<file path="src/rtl/exec_pkg.sv">
// Shared definitions for the execute/memory stage: widths, ALU op codes, FSM states.
package exec_pkg;

   localparam int DATA_W   = 8;
   localparam int REG_AW   = 3;
   localparam int IMM_W    = 5;
   localparam int ALU_OP_W = 4;

   localparam logic [ALU_OP_W-1:0] ALU_ADD  = 4'd0;
   localparam logic [ALU_OP_W-1:0] ALU_SUB  = 4'd1;
   localparam logic [ALU_OP_W-1:0] ALU_AND  = 4'd2;
   localparam logic [ALU_OP_W-1:0] ALU_OR   = 4'd3;
   localparam logic [ALU_OP_W-1:0] ALU_XOR  = 4'd4;
   localparam logic [ALU_OP_W-1:0] ALU_NOT  = 4'd5;
   localparam logic [ALU_OP_W-1:0] ALU_SLL  = 4'd6;
   localparam logic [ALU_OP_W-1:0] ALU_SRL  = 4'd7;
   localparam logic [ALU_OP_W-1:0] ALU_ADDI = 4'd8;
   localparam logic [ALU_OP_W-1:0] ALU_SLT  = 4'd9;
   localparam logic [ALU_OP_W-1:0] ALU_PASS = 4'd10;

   typedef enum logic {
      IDLE     = 1'b0,
      MEM_WAIT = 1'b1
   } state_t;

endpackage

</file>
<file path="src/rtl/exec_alu.sv">
// Combinational ALU for the execute stage. All results wrap at DATA_W; unused op codes yield 0.
module exec_alu
   import exec_pkg::*;
#(
   parameter int DW = DATA_W,
   parameter int IW = IMM_W
) (
   input  logic [ALU_OP_W-1:0] op,
   input  logic [DW-1:0]       a,
   input  logic [DW-1:0]       b,
   input  logic [IW-1:0]       imm,
   output logic [DW-1:0]       result
);

   logic [DW-1:0] imm_ext;
   assign imm_ext = {{(DW-IW){1'b0}}, imm};

   // Op decode; shift amounts only use the low three bits of b.
   always_comb begin
      result = '0;
      case (op)
         ALU_ADD:  result = a + b;
         ALU_SUB:  result = a - b;
         ALU_AND:  result = a & b;
         ALU_OR:   result = a | b;
         ALU_XOR:  result = a ^ b;
         ALU_NOT:  result = ~a;
         ALU_SLL:  result = a << b[2:0];
         ALU_SRL:  result = a >> b[2:0];
         ALU_ADDI: result = a + imm_ext;
         ALU_SLT:  result = {{(DW-1){1'b0}}, (a < b)};
         ALU_PASS: result = b;
         default:  result = '0;
      endcase
   end

endmodule

</file>
<file path="src/rtl/execute_mem_stage.sv">
// Execute + memory stage of the 8-bit core: ALU, single outstanding data-memory access
// with timeout, and the registered writeback bundle.
// Optional feature: define FORWARD_EN to bypass the writeback bundle onto the operands.
module execute_mem_stage
   import exec_pkg::*;
#(
   parameter int DW          = DATA_W,
   parameter int AW          = REG_AW,
   parameter int IW          = IMM_W,
   parameter int MEM_TIMEOUT = 15
) (
   input  logic                clk_i,
   input  logic                rst_n_i,
   input  logic                valid_i,
   input  logic [ALU_OP_W-1:0] alucontrol_i,
   input  logic                write_i,
   input  logic                write_data_control_i,
   input  logic                CBwrite_i,
   input  logic [DW-1:0]       rs_data_i,
   input  logic [DW-1:0]       rt_data_i,
   input  logic [AW-1:0]       rs_addr_i,
   input  logic [AW-1:0]       rt_addr_i,
   input  logic [AW-1:0]       write_addr_i,
   input  logic [IW-1:0]       immediate_i,
   input  logic                memread_i,
   input  logic                memwrite_i,
   output logic                stall_o,
   output logic                dmem_req_o,
   output logic                dmem_we_o,
   output logic [DW-1:0]       dmem_addr_o,
   output logic [DW-1:0]       dmem_wdata_o,
   input  logic                dmem_ack_i,
   input  logic [DW-1:0]       dmem_rdata_i,
   output logic                wb_valid_o,
   output logic                wb_write_o,
   output logic [AW-1:0]       wb_addr_o,
   output logic [DW-1:0]       wb_data_o,
   output logic                cb_o,
   output logic                mem_err_o
);

   localparam int CNT_W = $clog2(MEM_TIMEOUT + 1);

   state_t          state;
   logic [CNT_W-1:0] wait_cnt;

   // Instruction bundle held while the memory access is outstanding
   logic            l_write;
   logic            l_wdc;
   logic            l_cbw;
   logic [AW-1:0]   l_waddr;
   logic [DW-1:0]   l_alu;

   logic [DW-1:0]   rs_eff, rt_eff, alu_res, imm_ext, mem_wb_data;
   logic            mem_op;

`ifdef FORWARD_EN
   assign rs_eff = (wb_valid_o && wb_write_o && (wb_addr_o == rs_addr_i)) ? wb_data_o : rs_data_i;
   assign rt_eff = (wb_valid_o && wb_write_o && (wb_addr_o == rt_addr_i)) ? wb_data_o : rt_data_i;
`else
   // ID resolves hazards itself; source addresses are only needed for bypassing.
   logic unused_src_addr;
   assign unused_src_addr = ^{rs_addr_i, rt_addr_i};
   assign rs_eff = rs_data_i;
   assign rt_eff = rt_data_i;
`endif

   assign imm_ext     = {{(DW-IW){1'b0}}, immediate_i};
   assign mem_op      = memread_i | memwrite_i;
   assign stall_o     = (state == MEM_WAIT);
   assign mem_wb_data = l_wdc ? dmem_rdata_i : l_alu;

   exec_alu #(.DW(DW), .IW(IW)) u_alu (
      .op     (alucontrol_i),
      .a      (rs_eff),
      .b      (rt_eff),
      .imm    (immediate_i),
      .result (alu_res)
   );

   // Issue/complete FSM with timeout counter and registered writeback bundle.
   always_ff @(posedge clk_i) begin
      if (!rst_n_i) begin
         state        <= IDLE;
         wait_cnt     <= '0;
         dmem_req_o   <= 1'b0;
         dmem_we_o    <= 1'b0;
         dmem_addr_o  <= '0;
         dmem_wdata_o <= '0;
         wb_valid_o   <= 1'b0;
         wb_write_o   <= 1'b0;
         wb_addr_o    <= '0;
         wb_data_o    <= '0;
         cb_o         <= 1'b0;
         mem_err_o    <= 1'b0;
         l_write      <= 1'b0;
         l_wdc        <= 1'b0;
         l_cbw        <= 1'b0;
         l_waddr      <= '0;
         l_alu        <= '0;
      end else begin
         mem_err_o <= 1'b0;
         case (state)
            IDLE: begin
               if (valid_i && mem_op) begin
                  // Store wins when both memread and memwrite are set
                  dmem_req_o   <= 1'b1;
                  dmem_we_o    <= memwrite_i;
                  dmem_addr_o  <= rs_eff + imm_ext;
                  dmem_wdata_o <= rt_eff;
                  l_write      <= write_i;
                  l_wdc        <= write_data_control_i;
                  l_cbw        <= CBwrite_i;
                  l_waddr      <= write_addr_i;
                  l_alu        <= alu_res;
                  wait_cnt     <= '0;
                  wb_valid_o   <= 1'b0;
                  wb_write_o   <= 1'b0;
                  state        <= MEM_WAIT;
               end else if (valid_i) begin
                  wb_valid_o <= 1'b1;
                  wb_write_o <= write_i;
                  wb_addr_o  <= write_addr_i;
                  wb_data_o  <= alu_res;
                  if (CBwrite_i) cb_o <= |alu_res;
               end else begin
                  wb_valid_o <= 1'b0;
                  wb_write_o <= 1'b0;
               end
            end
            MEM_WAIT: begin
               if (dmem_ack_i) begin
                  // Ack beats timeout when both land on the same cycle
                  dmem_req_o <= 1'b0;
                  dmem_we_o  <= 1'b0;
                  wait_cnt   <= '0;
                  wb_valid_o <= 1'b1;
                  wb_write_o <= dmem_we_o ? 1'b0 : l_write;
                  wb_addr_o  <= l_waddr;
                  wb_data_o  <= mem_wb_data;
                  if (l_cbw) cb_o <= |mem_wb_data;
                  state      <= IDLE;
               end else if (wait_cnt == CNT_W'(MEM_TIMEOUT - 1)) begin
                  dmem_req_o <= 1'b0;
                  dmem_we_o  <= 1'b0;
                  wait_cnt   <= '0;
                  wb_valid_o <= 1'b1;
                  wb_write_o <= 1'b0;
                  wb_addr_o  <= l_waddr;
                  wb_data_o  <= l_alu;
                  mem_err_o  <= 1'b1;
                  state      <= IDLE;
               end else begin
                  wait_cnt   <= wait_cnt + CNT_W'(1);
                  wb_valid_o <= 1'b0;
                  wb_write_o <= 1'b0;
               end
            end
            default: state <= IDLE;
         endcase
      end
   end

endmodule

</file>
<file path="config.mk">
export PLATFORM = sky130hd
export DESIGN_NAME = execute_mem_stage
export DESIGN_NICKNAME = d
export VERILOG_FILES = /design/src/rtl/exec_pkg.sv /design/src/rtl/exec_alu.sv /design/src/rtl/execute_mem_stage.sv
export SDC_FILE = /design/constraint.sdc
export NUM_CORES = 1
export LEC_CHECK = 0
export ABC_AREA = 1
export CORE_ASPECT_RATIO = 1.4
export CORE_MARGIN = 2
export CORE_UTILIZATION = 50
export DETAILED_ROUTE_END_ITERATION = 8
export PLACE_DENSITY = 0.77
export SYNTH_ARGS = -nofsm -noshare
export SYNTH_HDL_FRONTEND = slang
export SYNTH_HIERARCHICAL = 1
export SYNTH_SLANG_ARGS = --single-unit
</file>
<file path="constraint.sdc">
create_clock -name clk_i -period 7.5 [get_ports clk_i]
set_input_delay 1.125 -clock clk_i [delete_from_list [all_inputs] [get_ports clk_i]]
set_output_delay 1.125 -clock clk_i [all_outputs]
set_load 0.03 [all_outputs]
</file>
== Yosys cells after proc, flatten, opt, wreduce, memory -nomap -nowiden ==
Index checks and enable logic that the tools add are counted.
Word-level totals
  memories: 0
  ROM bits: 0
  memory bits (writable): 0
  register bits after elaboration: 52
  bits in latches: 0
Operators by class
  divide/modulo/power cells: 0
  equality and inequality tests: 18
  multiply operators: 0
  shift-type cells: 2
  mux-type cells: 42
  order comparisons: 1
  add/subtract/negate cells: 4
  reductions and logical operators: 9
  bitwise gates (word level): 7
Operators by type and width (count)
  $pmux 8 s11: 1
  $mux 8: 5
  $mux 1: 20
  $eq 4x3->1 const B: 4
  $eq 4x4->1 const B: 4
  $pmux 8 s2: 1
  $reduce_or 8->1: 2
  $mux 3: 4
  $mux 4: 3
  $pmux 1 s2: 6
  $ne 2x2->1 const B: 5
  $add 8x5->8: 1
  $add 8x8->8: 1
  $and 8x8->8: 1
  $eq 4x2->1 const B: 2
  $lt 8x8->1: 1
  $not 8->8: 1
  $or 8x8->8: 1
  $pmux 4 s2: 1
  $shl 8x3->8: 1
  $shr 8x3->8: 1
  $sub 8x8->8: 1
  $xor 8x8->8: 1
  $pmux 3 s2: 1
  12 further kinds: 14

== Longest topological paths before layout ==
  depth in word-level cells: 7
  mapped depth: 24

== Hierarchy ==
The synthesis kept the hierarchy.
By module, submodules not included
  execute_mem_stage: area each 2533.7 µm², seq. area each 1041.0 µm², instances 1, cells an instance 353
  exec_alu: area each 2030.7 µm², seq. area each 0.0 µm², instances 1, cells an instance 409

== Least setup slack after synthesis ==
OpenSTA, ideal clock, no wires.
  kind: input to register
  start: in alucontrol_i[3]
  end: reg cb_o
  arrival: 3.249 ns
  stages on the path: 24
  path slack: 4.118 ns
  data required time: 7.368 ns
  cell sequence: inv_1 nor2_1 nand2_1 inv_1 buf_2 nand2_1 o21ai_0 ha_1 inv_1 fa_1 inv_1 nand3_1 nand2_1 nand2_1 nand3_1 o21ai_0 nor2_1 nand2_1 nor2_1 nand3_1 nor2_1 nor2_1 nand2_1 a21oi_1
Between the ends
  longest elaborated chain between the ends: 7
  elaborated cells between the ends (all ways): 17
Ends and longest elaborated chain
  start: declaration: line execute_mem_stage.sv:15  | input logic [ALU_OP_W-1:0] alucontrol_i,
  $eq 4x4->1 (tied with other cells): line exec_alu.sv:21  | case (op)
  $pmux 8 s11 *: line exec_alu.sv:21
  net alu_res[4]: line execute_mem_stage.sv:54  | logic [DW-1:0] rs_eff, rt_eff, alu_res, imm_ext, mem_wb_data;
  $reduce_or 8->1 *: line execute_mem_stage.sv:125  | if (CBwrite_i) cb_o <= |alu_res;
  $mux 1 *: line execute_mem_stage.sv:125
  $mux 1 *: line execute_mem_stage.sv:120  | end else if (valid_i) begin
  $mux 1 *: line execute_mem_stage.sv:105  | if (valid_i && mem_op) begin
  $pmux 1 s2 *: line execute_mem_stage.sv:103  | case (state)
  end signal: assignment: line execute_mem_stage.sv:125
  end signal: assignment: line execute_mem_stage.sv:141  | if (l_cbw) cb_o <= |mem_wb_data;
  end: declaration: line execute_mem_stage.sv:38  | output logic cb_o,
The timed path passes the listed nets; every way through them passes the cells marked *. The select of a mux whose other input is x is not followed.
A chain may end at the register's enable or synchronous reset.

== Final worst setup path ==
Ends and elaborated chain as after synthesis.

==> impl_metrics.toml <==
[status]
status = "complete, no violations"

[grt]
grt_pass1_vias = 4869
overflow = 0
grt_pass1_wl_um = 22490
grt_use_total = 0.2845
grt_antenna_before_repair = 0
grt_max_degree = 41

[yosys]
synth_common_cells = "nand2_1 (243), inv_1 (89), nor2_1 (80)"
seq_area_frac_synth = 0.2281
synth_area_leaders = "dfxtp_1 (23%), nand2_1 (20%), ha_1 (11%)"
async_flop_share = 0
syn_avg_cell_area_um2 = 5.990
syn_nets = 855
post-synth-top-count-cell = "nand2_1"
synth_area_mm2 = 0.004564
synth_edf_count = 0
netlist_instances = 762
synth_warnings = 6
synth_top_area_share = 0.2281
synth_top_cell_by_area = "dfxtp_1"
ys.flop_type = "dfxtp_1"
synth-seq-cells = 52
yosysUniqueCellTypes = 34

[sta]
tns_ns = 0
relSlewSlack = 0.2184
post-route-period-util = 0.5932
worst_pin_slew_ns = 1.169
finalHoldViolations = 0
fin_crit_ns = 4.449
slew_viol_final = 0
skew_ns = 0.005701
fmax_ghz = 0.2248
rsz0062_at_grt = "false"
whs_ns = 0.4561
setup_viol = 0

[cells_and_area]
nets = 920
antenna_cells = 0
drive_gt1_frac = 0.04106
final_util = 0.6175
nFillCells = 897
areaGrowthSynthToFinish_pct = 20.75

[routing]
routed_wl_um = 13970
dr.first_iter.drc_count = 284
firstDrtPassIters = 5
vias_per_cell = 5.430
drt-wirelength-per-cell_um = 14.94
drc = 0
ant_nets = 0
num_vias = 5077

[pwr]
peakVddDrop_mv = 0.2123
finalPower_uw = 846.9
power_density_mw_per_mm2 = 153.7
p_seq_frac = 0.366
p_clk_frac = 0.269
pwr-share-comb = 0.364
p_leak_uw = 0.002672
p_int_uw = 544.5
power.share.switching = 0.3571
p_switching_uw = 302.5

[worst_setup_path]
timing.rr.start = "stall_o$_SDFF_PN0_"
cp-end-kind = "flop"
crit_top_cell = "nand2_1"
critical_path_required_ns = 7.65
r2r_cells = 6
cpMaxStageDelayCell = "clkdlybuf4s50_1"
startpoint_type = "primary input"
cp_data_arrival_time_ns = 4.60
criticalPathCategory = "in -> reg"
cp_cell_sequence = "clkdlybuf4s50_1, inv_1, nor2_1, nand2_1, inv_1, nand2_1, o21ai_0, ha_1, inv_1, fa_1, inv_1, nand3_1, nand2_1, nand2_1, nand3_1, o21ai_0, nor2_1, nand2_1, nor2_1, nand3_1, nor2_1, nor2_1, nand2_1, a21oi_1"
max_stage_delay_ns = 0.53
crit_fanout = 12
ff2ff_setup_slack_ns = 5.44
r2r-end = "dmem_addr_o[4]$_SDFFE_PN0P_"

[flow_run]
drv_cap = 0

[place]
place.gp.congestion = 0.9957
dp_hpwl_um = 10990
place.port_buffers = 78

[clock_network]
postCtsResizedCells = 0
cts_hold_buf = 0
cts_root_buffer = "clkbuf_16"
clk_latency_ns = 0.29
clock_sinks = 52
cts_tree = "built"
clk_path_buf_depth = 2
cts_buffers = 5
cts_setup_buffers = 0
clkSlewWorstSetupHoldPaths_ns = 0.07
htree_levels = 2

[floorplan]
die_h_um = 117.1
ioPinCount = 85
core-area_mm2 = 0.008926
die-area_mm2 = 0.009920
die_w_um = 84.75
rows = 41
start_util = 0.5114

[hold_path]
hold_start = "l_waddr[1]$_SDFFE_PN0P_"
hold_depth = 2
hold_path.class = "reg -> reg"
whs_endpoint = "l_waddr[1]$_SDFFE_PN0P_"
[area by class of cell]
type	instances	area, um2	share of cell area
clock inverters	2	10.01	0.001816
inverters	94	355.3	0.06447
flip-flops and latches	52	1041	0.1889
multi-input cells	596	3052	0.5537
well taps	107	133.9	0.02429
clock buffers	6	138.9	0.02520
repair buffers	78	780.7	0.1417
[cell families after synthesis]
kind of cell / synth area share
compound gates: 0.1488
simple gates: 0.3958
fa+ha+maj: 0.1201
buf+inv: 0.1033
flops: 0.2281
xor+xnor: 0.003838
[power groups by stage]
stage | Clock (uW) | Combinational [uW] | Sequential [uW]
2_1_floorplan | 0 | 170 | 343
3_3_place_gp | 0 | 298 | 315
3_5_place_dp | 0 | 305 | 316
4_1_cts | 230 | 306 | 310
5_1_grt | 241 | 342 | 313
6_report | 228 | 309 | 310
[critical path: cells and delay by family]
kind	cells	cell delay, ns
compound gates	3	0.32
fa+ha+maj	2	0.57
simple gates	14	1.47
buf+inv	5	1.09
[flip-flops by register name (all words and copies together), names as in the netlist, 3 cells and up]
register      count
dmem_addr_o       8
dmem_wdata_o      8
l_alu             8
l_waddr           3
wait_cnt          4
wb_addr_o         3
wb_data_o         8
[worst max-delay path by stage]
stage,startpoint,cells after the start,to,slack (ns)
5_1_grt,alucontrol_i[3],24,cb_o$_SDFFE_PN0P_,2.68
3_5_place_dp,alucontrol_i[3],24,cb_o$_SDFFE_PN0P_,2.79
3_3_place_gp,alucontrol_i[3],24,cb_o$_SDFFE_PN0P_,2.88
4_1_cts,alucontrol_i[3],24,cb_o$_SDFFE_PN0P_,3.10
6_report,alucontrol_i[3],24,cb_o$_SDFFE_PN0P_,3.05
2_1_floorplan,alucontrol_i[3],24,cb_o$_SDFFE_PN0P_,4.12
[cells in the final DEF (no fill, tap or decap), types with 5 or more instances in the layout]
master,n
nand2_1,243
inv_1,89
nor2_1,80
clkdlybuf4s50_1,78
nand3_1,65
a21oi_1,56
dfxtp_1,52
o21ai_0,49
ha_1,39
or2_2,8
nand4_1,8
nor3_1,7
o221ai_1,5
clkbuf_16,5
nor2_2,5
[through the flow]
step | worst slack, ns | area [um2] | instances
after floorplan | 4.118 | 4564 | 762
after global placement | 2.879 | 5363 | 927
after detailed placement | 2.788 | 5363 | 927
after CTS | 3.096 | 5512 | 935
after global routing | 2.683 | 5512 | 935
final | 3.051 | 5512 | 935
[routing by layer]
metal	routed length, um	vias to the layer above	global-route usage
li1	-	2574	-
met1	5407	2289	0.2952
met2	7286	175	0.5496
met3	674	39	0.03436
met4	602	0	0.1608
met5	0	-	0
(Power assumes the default switching activity.)
